===== config.mk =====
export PLATFORM = sky130hd
export DESIGN_NAME = instr_sequencer
export DESIGN_NICKNAME = d
export VERILOG_FILES = /design/src/rtl/instr_sequencer_pkg.sv /design/src/rtl/instr_sequencer_prog_store.sv /design/src/rtl/instr_sequencer.sv
export SDC_FILE = /design/constraint.sdc
export NUM_CORES = 1
export LEC_CHECK = 0
export CAP_MARGIN = 0
export CORE_AREA = 2 2 109 111
export CTS_BUF_LIST = sky130_fd_sc_hd__clkbuf_8
export DETAILED_ROUTE_END_ITERATION = 10
export DIE_AREA = 0 0 111 113
export SKIP_CTS_REPAIR_TIMING = 1
export SYNTH_ARGS = -nofsm -noshare
export SYNTH_HDL_FRONTEND = slang
export SYNTH_HIERARCHICAL = 1
export SYNTH_SLANG_ARGS = --single-unit

===== constraint.sdc =====
create_clock -name CLK -period 2.8 [get_ports CLK]
set_input_delay 0.42 -clock CLK [delete_from_list [all_inputs] [get_ports CLK]]
set_output_delay 0.42 -clock CLK [all_outputs]
set_load 0.01 [all_outputs]

===== src/rtl/instr_sequencer_pkg.sv =====
// rtl/instr_sequencer_pkg.sv - shared state encoding and word width for the sequencer and core
package instr_sequencer_pkg;

  localparam int SEQ_DATA_W = 5;

  typedef enum logic [1:0] {
    ST_IDLE  = 2'd0,
    ST_RUN   = 2'd1,
    ST_DRAIN = 2'd2
  } seq_state_t;

endpackage


===== src/rtl/instr_sequencer_prog_store.sv =====
// rtl/instr_sequencer_prog_store.sv - program register file, sync write, async read
module prog_store #(
  parameter int DATA_W = 5,
  parameter int DEPTH  = 8,
  parameter int ADDR_W = 3
) (
  input  logic              CLK,
  input  logic              wr_en,
  input  logic [ADDR_W-1:0] wr_addr,
  input  logic [DATA_W-1:0] wr_data,
  input  logic [ADDR_W-1:0] rd_addr,
  output logic [DATA_W-1:0] rd_data
);

  // Contents survive reset so a reloaded program only overwrites what it writes.
  logic [DATA_W-1:0] mem [DEPTH];

  always_ff @(posedge CLK) begin
    if (wr_en) begin
      mem[wr_addr] <= wr_data;
    end
  end

  assign rd_data = mem[rd_addr];

endmodule


===== src/rtl/instr_sequencer.sv =====
// rtl/instr_sequencer.sv - replays a loaded program into the core and counts its carries
module instr_sequencer
  import instr_sequencer_pkg::*;
#(
  parameter int DATA_W = SEQ_DATA_W,
  parameter int DEPTH  = 8,
  parameter int ADDR_W = 3,
  parameter int CNT_W  = 4
) (
  input  logic              CLK,
  input  logic              RESET_N,
  input  logic              load_valid,
  input  logic [DATA_W-1:0] load_data,
  input  logic              clear,
  input  logic              start,
  input  logic              carry_in,
  output logic [DATA_W-1:0] INSTRUCTION,
  output logic              write_en,
  output logic              busy,
  output logic              done,
  output logic              load_full,
  output logic [CNT_W-1:0]  carry_count
);

  localparam logic [ADDR_W:0]  FULL_LEN = (ADDR_W+1)'(DEPTH);
  localparam logic [ADDR_W:0]  PTR_ONE  = (ADDR_W+1)'(1);
  localparam logic [CNT_W-1:0] CNT_ONE  = CNT_W'(1);
  localparam logic [CNT_W-1:0] CNT_MAX  = '1;

  seq_state_t        state_q, state_d;
  logic [ADDR_W:0]   wr_ptr_q, wr_ptr_d;
  logic [ADDR_W:0]   rd_ptr_q, rd_ptr_d;
  logic [DATA_W-1:0] instr_d;
  logic              we_d, busy_d, done_d, full_d;
  logic [CNT_W-1:0]  cnt_d;
  logic              store_we;
  logic [ADDR_W-1:0] rd_addr;
  logic [DATA_W-1:0] rd_data;

  // Word 0 is issued on the same edge that accepts start, so IDLE reads address 0.
  assign rd_addr = (state_q == ST_IDLE) ? '0 : rd_ptr_q[ADDR_W-1:0];

  prog_store #(
    .DATA_W (DATA_W),
    .DEPTH  (DEPTH),
    .ADDR_W (ADDR_W)
  ) u_prog_store (
    .CLK     (CLK),
    .wr_en   (store_we),
    .wr_addr (wr_ptr_q[ADDR_W-1:0]),
    .wr_data (load_data),
    .rd_addr (rd_addr),
    .rd_data (rd_data)
  );

  always_comb begin
    state_d  = state_q;
    wr_ptr_d = wr_ptr_q;
    rd_ptr_d = rd_ptr_q;
    instr_d  = '0;
    we_d     = 1'b0;
    done_d   = 1'b0;
    cnt_d    = carry_count;
    store_we = 1'b0;

    case (state_q)
      ST_IDLE: begin
        if (clear) begin
          wr_ptr_d = '0;
        end else if (load_valid) begin
          if (wr_ptr_q != FULL_LEN) begin
            store_we = 1'b1;
            wr_ptr_d = wr_ptr_q + PTR_ONE;
          end
        end else if (start && (wr_ptr_q != '0)) begin
          state_d  = ST_RUN;
          instr_d  = rd_data;
          we_d     = 1'b1;
          rd_ptr_d = PTR_ONE;
          cnt_d    = '0;
        end
      end

      ST_RUN: begin
        if (carry_in && (carry_count != CNT_MAX)) begin
          cnt_d = carry_count + CNT_ONE;
        end
        if (rd_ptr_q == wr_ptr_q) begin
          state_d = ST_DRAIN;
        end else begin
          instr_d  = rd_data;
          we_d     = 1'b1;
          rd_ptr_d = rd_ptr_q + PTR_ONE;
        end
      end

      ST_DRAIN: begin
        if (carry_in && (carry_count != CNT_MAX)) begin
          cnt_d = carry_count + CNT_ONE;
        end
        state_d = ST_IDLE;
        done_d  = 1'b1;
      end

      default: begin
        state_d = ST_IDLE;
      end
    endcase

    busy_d = (state_d != ST_IDLE);
    full_d = (wr_ptr_d == FULL_LEN);
  end

  always_ff @(posedge CLK) begin
    if (!RESET_N) begin
      state_q     <= ST_IDLE;
      wr_ptr_q    <= '0;
      rd_ptr_q    <= '0;
      INSTRUCTION <= '0;
      write_en    <= 1'b0;
      busy        <= 1'b0;
      done        <= 1'b0;
      load_full   <= 1'b0;
      carry_count <= '0;
    end else begin
      state_q     <= state_d;
      wr_ptr_q    <= wr_ptr_d;
      rd_ptr_q    <= rd_ptr_d;
      INSTRUCTION <= instr_d;
      write_en    <= we_d;
      busy        <= busy_d;
      done        <= done_d;
      load_full   <= full_d;
      carry_count <= cnt_d;
    end
  end

endmodule

== After elaboration in Yosys (flattened, before gate mapping) ==
Memory sizes are Yosys's and may differ from the RTL's.
Index checks and enable logic that the tools add are counted.

* Register bits: 23
* RAM bits: 40
* Bits of input ports: 11
* Logic and storage cells: 71
* Memories: 1

{| class="wikitable"
|+ Memories
! name !! words !! width !! read ports !! clocked after memory_dff !! wr ports !! line !! source
|-
| u_prog_store.mem || 8 || 5 || 1 || 0 || 1 || instr_sequencer_prog_store.sv:16 || <nowiki>logic [DATA_W-1:0] mem [DEPTH];</nowiki>
|}

* Add/subtract/negate cells: 3
* Equal/unequal tests: 11
* Muxes and demuxes: 37
* Reduce and logical (&&, ||, !) cells: 10

{| class="wikitable"
|+ Operators by type and width
! operator !! count
|-
| $mux 4 || 12
|-
| $mux 5 || 4
|-
| $pmux 4 s2 || 2
|-
| $add 4x1->4 const B || 3
|-
| $mux 1 || 11
|-
| $pmux 5 s2 || 1
|-
| $reduce_and 5->1 || 2
|-
| $mux 2 || 4
|-
| $ne 4x4->1 const B || 2
|-
| $ne 2x2->1 const B || 3
|-
| $reduce_bool 2->1 || 3
|-
| $eq 4x4->1 || 1
|-
| $eq 4x4->1 const B || 1
|-
| $ne 2x1->1 const B || 2
|-
| $pmux 2 s2 || 1
|-
| $reduce_bool 4->1 || 1
|-
| $mux 3 || 1
|-
| $eq 2x1->1 const B || 1
|-
| $eq 2x2->1 const B || 1
|-
| $logic_and 1x1->1 || 2
|-
| $logic_not 2->1 || 1
|-
| $pmux 1 s2 || 1
|-
| $reduce_or 2->1 || 1
|}

== Depth between registers and ports, before layout ==
* Depth in word-level cells: 7
* Gate-level depth with buffers: 8
* Mapped depth without buffers: 7

== Modules after synthesis ==
Netlist, hierarchy kept.

{| class="wikitable"
|+ By module, submodules not included
! module !! instances !! cells each !! area each (um^2)
|-
| prog_store || 1 || 70 || 1594.0
|-
| instr_sequencer || 1 || 136 || 1214.9
|}

== Worst setup path after synthesis ==
No wires, ideal clock.

* Path kind: reg2reg
* From: register state_q[0]
* To: register INSTRUCTION[0]
* Setup time: 115 ps
* Data arrival time: 2077 ps
* Data required time: 2685 ps
* Path slack: 608 ps
* Cell stages (with the launch flop): 9
* Path buffers: 2
* Clock period less this slack: 2192 ps
* Cell sequence: dfxtp_1 > inv_1 > ha_1 > clkbuf_1 > nor2b_1 > buf_6 > mux4_1 > mux2_2 > and2_1

* Cells in the longest elaborated chain, start to end: 7
* Elaborated cells on any way between the ends: 9
* Those cells by class: eq/ne: 1; mux: 6; reduce/logical: 1; memory: 1

{| class="wikitable"
|+ RTL lines
! item !! line !! source
|-
| from (decl) || instr_sequencer.sv:30 || <nowiki>seq_state_t state_q, state_d;</nowiki>
|-
| from (signal assigned) || instr_sequencer.sv:126 || <nowiki>state_q <= state_d;</nowiki>
|-
| $logic_not 2->1 * || instr_sequencer.sv:41 || <nowiki>assign rd_addr = (state_q == ST_IDLE) ? '0 : rd_ptr_q[ADDR_W-1:0];</nowiki>
|-
| $mux 3 * || instr_sequencer.sv:41 ||
|-
| named net rd_addr[0] || instr_sequencer.sv:37 || <nowiki>logic [ADDR_W-1:0] rd_addr;</nowiki>
|-
| $mem_v2 8x5 * || - ||
|-
| named net rd_data[0] || instr_sequencer.sv:38 || <nowiki>logic [DATA_W-1:0] rd_data;</nowiki>
|-
| $mux 5 || instr_sequencer.sv:75 || <nowiki>end else if (start && (wr_ptr_q != '0)) begin</nowiki>
|-
| $mux 5 || instr_sequencer.sv:70 || <nowiki>end else if (load_valid) begin</nowiki>
|-
| $mux 5 || instr_sequencer.sv:68 || <nowiki>if (clear) begin</nowiki>
|-
| $pmux 5 s2 * || instr_sequencer.sv:66 || <nowiki>case (state_q)</nowiki>
|-
| to (signal assigned) || instr_sequencer.sv:129 || <nowiki>INSTRUCTION <= instr_d;</nowiki>
|-
| to (decl) || instr_sequencer.sv:17 || <nowiki>output logic [DATA_W-1:0] INSTRUCTION,</nowiki>
|}

Mark *: on every way through the listed nets, which the timed path passes. The rest lies on a longest branch.
A chain may end at the register's enable or synchronous reset.

== Worst setup path after layout ==
* From: register wr_ptr_q[1]
* To: memory u_prog_store.mem[1][0] (enable)

* Cells in the longest elaborated chain, start to end: 7

{| class="wikitable"
|+ RTL lines
! item !! line !! source
|-
| from (decl) || instr_sequencer.sv:31 || <nowiki>logic [ADDR_W:0] wr_ptr_q, wr_ptr_d;</nowiki>
|-
| from (signal assigned) || instr_sequencer.sv:127 || <nowiki>wr_ptr_q <= wr_ptr_d;</nowiki>
|-
| $ne 4x4->1 || instr_sequencer.sv:71 || <nowiki>if (wr_ptr_q != FULL_LEN) begin</nowiki>
|-
| $mux 1 || instr_sequencer.sv:71 ||
|-
| $mux 1 || instr_sequencer.sv:70 ||
|-
| $mux 1 || instr_sequencer.sv:68 ||
|-
| $mux 1 || instr_sequencer.sv:66 ||
|-
| named net store_we || instr_sequencer.sv:36 || <nowiki>logic store_we;</nowiki>
|-
| $mux 1 || instr_sequencer_prog_store.sv:19 || <nowiki>if (wr_en) begin</nowiki>
|-
| $mux 1 (implied by the code) || instr_sequencer_prog_store.sv:20 || <nowiki>mem[wr_addr] <= wr_data;</nowiki>
|-
| to (decl) || instr_sequencer_prog_store.sv:16 ||
|}

The timed path passes the listed nets, and every way through them passes these cells.

==> summary.md <==
| Metric | Value |
|---|---|
| Tot Pwr | 1.85 mW |
| Final routed DRC violation total | 0 |
| Cell types with the largest area share after synthesis | edfxtp_1 43%, dfxtp_1 16%, mux4_1 9.4%, ha_1 3.6%, mux2_2 2.4% |
| Maximum number of pins on one net before global-route repair | 14 |
| Area of placed instances | 3230 um^2 |
| Design area | 3420 um^2 |
| Placed cell count | 372 |
| Cells along the critical path | inv_1 -> ha_1 -> and3b_1 -> nor3_1 -> nand2b_1 -> nor2_1 |
| Number of buffers created by CTS | 9 |
| Yosys warnings | 6 |
| I/O pin count | 24 |
| Largest area contributor in the netlist | edfxtp_1 |
| Wire length of the first global-routing pass | 8.94 mm |
| X dimension of the die | 111 um |
| Beginning of the worst register-to-register path | wr_ptr_q[1] |
| Reg2reg setup slack | 470 ps |
| Root Buffer Master | clkbuf_8 |
| Startpoint types | flop |
| Worst R2R Path Depth | 6 |
| Worst setup skew after layout | 8.02 ps |
| Arrival time reported for the critical path endpoint | 2320 ps |
| Relative slew slack | 0.646 |
| Post-route setup slack | 468 ps |
| First-iteration detailed-routing DRC count | 89 |
| Critical Path Fanout Max | 9 |
| Final TNS setup | 0 ps |
| Avg Vias per Cell | 4.46 |
| Die footprint | 12,500 um^2 |
| CP peak stage delay | 530 ps |
| Category of the worst setup path capture point | flop |
| Initial core utilization | 0.249 |
| Worst hold slack | 498 ps |
| Maximum capacitance violations | 0 |
| Worst slew pin tran | 527 ps |
| Commonest cells after routing, fill and taps aside | 40 x edfxtp_1, 23 x dfxtp_1, 23 x clkdlybuf4s50_1 |
| Number of slew-limit violations in the final report | 0 |
| Register area share after synthesis | 0.592 |
| Hold Vio Cnt, Final | 0 |
| Routed via count | 1,729 |
| Number of distinct standard cells referenced by the synthesized netlist | 44 |
| Pleak | 1.16 nW |
| Setup crit start | wr_ptr_q[1] |
| Count of buffers from port buffering | 23 |
| Core area | 11,300 um^2 |
| Min Tclk post-route | 2330 ps |
| RSZ-0062 raised after global routing | no |
| Routability cong. | 0.725 |
| Share of the synthesized area in the top cell type | 0.428 |
| Capture point of the worst reg-to-reg path | u_prog_store/mem[1][0] |
| Most common library cell in the layout ignoring fill and taps | edfxtp_1 |
| DP Wirelength | 3.85 mm |
| Endpoint of the most critical setup path | u_prog_store/mem[1][0] |
| Mean area per synthesized cell | 13.6 um^2 |
| CTS Sinks | 63 |
| Required time at the endpoint of the critical path | 2790 ps |
| Share of layout cells above drive strength 1 | 0.131 |
| Detailed-route wire length per cell | 14.2 um |
| Final non-filler cell total | 388 |
| FFs w/ async S/R, synth | 0 |
| Count of inserted antenna diode cells | 0 |
| Post-Place Setup Slack | 393 ps |
| Clock latency reported for the late side of the worst-skew pair | 340 ps |
| Synthesized net count | 225 |
| Layout fillers | 1,097 |
| Y dimension of the die | 113 um |
| Layout Area Growth over Synthesis | 21.8% |
| Site row count | 39 |
| Number of nets with antenna violations after routing | 0 |
| Worst setup path category | flop to flop |
| Class of the tightest hold or removal check | flop to flop |
| Synthesized instance count | 206 |
| Highest clock rate | 429 MHz |
| DRT Pass-1 Iters | 4 |
| Final Routed Wirelength | 5.50 mm |
| Nets | 259 |
| Number of antenna violations at the first check in global routing | 0 |
| H-tree levels | 3 |
| Cell with the largest stage delay on the worst path | dfxtp_1 |
| Number of synthesized flops with an enable pin | 40 |
| Number of global-route vias before repair | 1,703 |
| Clock tree from TritonCTS | done |
| Pwr/cell area | 542 nW/um^2 |
| Overflow left after global routing | 0 |
| Core occupancy in the finished layout | 0.303 |
| Total track usage | 0.0939 |
| Post-route fraction of the period consumed by the critical path | 0.833 |
| Ys flop type | edfxtp_1 |
| Clock slew at reported path FFs | 70 ps |
| Number of synthesized register bits | 63 |
| Result of the run | finished, final reports clean |
| Netlist area before placement | 2810 um^2 |
| Final setup violation count | 0 |
| Maximum root-to-sink buffer count | 2 |
| Worst vdd ir | 189 uV |
[kinds of logic after synthesis]
| logic type | after synthesis | share of synthesized area |
|---|---|---|
| flops | 63 | 0.592 |
| mux | 17 | 0.121 |
| fa+ha+maj | 8 | 0.0356 |
| buf+inv | 12 | 0.0200 |
| xor+xnor | 7 | 0.0218 |
| compound gates | 30 | 0.0713 |
| simple gates | 69 | 0.139 |
[critical path, delay by kind of cell (launching register included)]
kind	cells	cell delay (ps)
buffers and inverters	1	140
adder cells (fa/ha/maj)	1	220
flip-flops	1	530
AND/OR/NAND/NOR	4	1100
[worst min path at each step]
stage,cells after the start,endpoint,slack (ps),from
3_3_place_gp,2,carry_count[3],470,carry_count[3]
6_report,2,carry_count[3],500,carry_count[3]
5_1_grt,2,carry_count[3],520,carry_count[3]
2_1_floorplan,2,carry_count[3],490,carry_count[3]
4_1_cts,2,carry_count[3],500,carry_count[3]
3_5_place_dp,2,carry_count[3],490,carry_count[3]
[power breakdown]
part | internal (mW) | switching, mW | leakage [nW] | total [mW]
Sequential | 0.996 | 0.00556 | 0.547 | 1.00
Combinational | 0.0474 | 0.0562 | 0.520 | 0.104
Clock | 0.402 | 0.346 | 0.0941 | 0.749
[metal layers]
layer	vias up	part of all wire	track usage
li1	850	-	-
met3	9	0.018	0.0241
met4	0	0.027	0.0650
met1	851	0.47	0.115
met2	19	0.49	0.146
met5	-	0	0
[area by class of cell]
class / count / area [um^2] / area share
clock buffers: 9 / 124 / 0.0362
clock inverters: 7 / 63.8 / 0.0187
flip-flops and latches: 63 / 1660 / 0.486
well taps: 143 / 179 / 0.0523
repair buffers: 30 / 283 / 0.0827
inverters: 5 / 18.8 / 0.00549
multi-input cells: 131 / 1090 / 0.319
[synthesized netlist by cell type, drive strengths merged, types with 6 or more instances]
cell type / n
nand2b: 6
o21ai: 8
ha: 8
dfxtp: 23
a21oi: 6
edfxtp: 40
and2: 10
nor2: 15
nand2: 13
mux2: 6
mux4: 10
[sequential cells by signal (all words and copies together), names as in the netlist]
register          flops
u_prog_store/mem     40
INSTRUCTION           5
carry_count           4
rd_ptr_q              4
wr_ptr_q              4
state_q               2
busy                  1
done                  1
load_full             1
write_en              1
Power figures use the tool's default switching activity.
==> variant: new RTL, same settings <==
`ADDR_W` is set to 3 in 2 places; all go to 4.
--- a/src/rtl/instr_sequencer_prog_store.sv
+++ b/src/rtl/instr_sequencer_prog_store.sv
@@ -2,7 +2,7 @@
 module prog_store #(
   parameter int DATA_W = 5,
   parameter int DEPTH  = 8,
-  parameter int ADDR_W = 3
+  parameter int ADDR_W = 4
 ) (
   input  logic              CLK,
   input  logic              wr_en,
--- a/src/rtl/instr_sequencer.sv
+++ b/src/rtl/instr_sequencer.sv
@@ -4,7 +4,7 @@
 #(
   parameter int DATA_W = SEQ_DATA_W,
   parameter int DEPTH  = 8,
-  parameter int ADDR_W = 3,
+  parameter int ADDR_W = 4,
   parameter int CNT_W  = 4
 ) (
   input  logic              CLK,
Behaviour: no difference found for any inputs over 10 cycles, from zero or initial values and one cycle with RESET_N low; that may be too few to reach the edited logic, so the function may still have changed.
==> variant against the unedited design <==
- sequential share of layout area down 0.071 points
- wire length fell by 0.53%
- hold slack hardly changed
- global-route usage barely moved
- first-iteration DRC count shrank 5.6%
- highest routed layer unchanged
- sequential cell count is 2 higher
- synthesized cell count increased by 5.3%
- setup slack got worse by 0.062 ns
- non-clock buffer count decreased by 1
- synthesized area rose by 2.4%
- total power up 7.7%
- clock power is 19% higher
- largest cell class unchanged
- via count grew 4.0%
- design area up 2.6%
==> variant: results (changes against the unedited design) <==
Hold path
  • Worst Min Path Start: carry_count[3]$_SDFFE_PN0P_ (unchanged)
  • Worst hold path depth: 2 (unchanged)
  • HP Class: flop to flop (unchanged)
  • Hold endpoint: carry_count[3]$_SDFFE_PN0P_ (unchanged)

CTS
  • Clock Latency Late Sink: 0.34 ns (about the same)
  • Clock Path Buffers: 2 (unchanged)
  • H-tree depth: 3 (unchanged)
  • CTS Root Cell: clkbuf_8 (unchanged)
  • CTS Buf Count: 9 (unchanged)
  • CTS clk-pin slew, worst paths: 0.07 ns (about the same)

Global route
  • GR Util met2: 14.4% (was 14.6%)
  • First-pass GRT wire length: 9160 µm (was 8940 µm)
  • Number of global-route vias before repair: 1850 (was 1703)
  • GRT met3 Usage: 3.27% (was 2.41%)
  • Pin count of the biggest net entering global routing: 18 (was 14)
  • Initial antenna violation count: 0 (unchanged)
  • Met1 Use GR: 11.8% (was 11.5%)
  • Total track usage: 9.43% (was 9.39%)

Worst setup path
  • Crit path max-delay family: simple AND/OR/NAND/NOR gates (unchanged)
  • CP Class: flop to flop (unchanged)
  • Critical Path End: carry_count[3]$_SDFFE_PN0P_ (was u_prog_store/mem[1][0]$_DFFE_PP_)
  • Crit-path max FO: 11 (was 9)
  • CP max stage cell: dfxtp_1 (unchanged)
  • R2R setup slack: 0.41 ns (was 0.47 ns)
  • Max stage delay on crit path: 0.57 ns (was 0.53 ns)
  • FF-to-FF Start: wr_ptr_q[0]$_SDFF_PN0_ (was wr_ptr_q[1]$_SDFF_PN0_)
  • Critical Path Source: wr_ptr_q[0]$_SDFF_PN0_ (was wr_ptr_q[1]$_SDFF_PN0_)

STA
  • Slew Limit Headroom: 66.8% (was 64.6%)
  • Layout Skew: 0.0113 ns (was 0.00802 ns)
  • Worst hold slack: 0.497 ns (was 0.498 ns)
  • Final Hold Viols: 0 (unchanged)

Drt
  • Metal2 WL: 2570 µm (was 2690 µm)
  • Post-Route WL: 5470 µm (was 5500 µm)
  • DR vias: 1799 (was 1729)
  • First-pass DRT Iterations: 4 (unchanged)
  • Top sig layer: met4 (unchanged)
  • M1 WL: 2550 µm (was 2570 µm)
  • Met3 wire length: 193 µm (was 100 µm)
  • Drt via density: 4.53 (was 4.46)
  • Initial DRC count: 84 (was 89)

Final layout
  • Largest Register: u_prog_store/mem (unchanged)
  • ANT cells: 0 (unchanged)
  • Max FFs per register: 40 (unchanged)
  • Post-layout nets: 268 (was 259)
  • Share of cells above drive strength 1: 11.8% (was 13.1%)

Placed design
  • Placed instance count: 381 (was 372)
  • Detailed placement HPWL: 3880 µm (was 3850 µm)
  • GPL Wtd Cong: 0.872 (was 0.725)
  • Area post-placement: 3280 µm² (was 3230 µm²)
  • Port bufs: 23 (unchanged)

Yosys
  • Syn avg cell area: 13.3 µm² (was 13.6 µm²)
  • Syn_nets: 236 (was 225)

Power
  • Maximum vdd drop: 192 µV (was 189 µV)
  • Total leakage power: 0.00119 µW (was 0.00116 µW)

Outcome
  • Status: finished, final reports clean (unchanged)
[variant: final cells by class]
type                    count  area, µm²
fillers                  1125       7760
flip-flops and latches     65       1700
well taps                 143        179
clock inverters             7        101
multi-input cells         132       1080
inverters                  12       45.0
repair buffers             29        275
clock buffers               9        124
[variant: stage by stage]
step | setup WS, ns | power (µW) | utilization, %
floorplan | 0.664 | 1090 | -
global placement | 0.381 | 1130 | 29.1
detailed placement | 0.341 | 1130 | 29.1
CTS | 0.426 | 2030 | 31.1
global route | 0.287 | 2090 | 31.1
finish | 0.407 | 2000 | 31.1
[variant: where the power goes]
group | switching, µW | total (µW) | internal [µW]
logic | 43.7 | 79.1 | 35.4
clock network | 380 | 890 | 510
registers | 5.13 | 1030 | 1020
total | 429 | 2000 | 1570
[variant: worst min-delay path: stages, from the launching register on]
cell	delay (ns)
dfxtp_1	0.34
nand2_1	0.06
o22ai_1	0.05
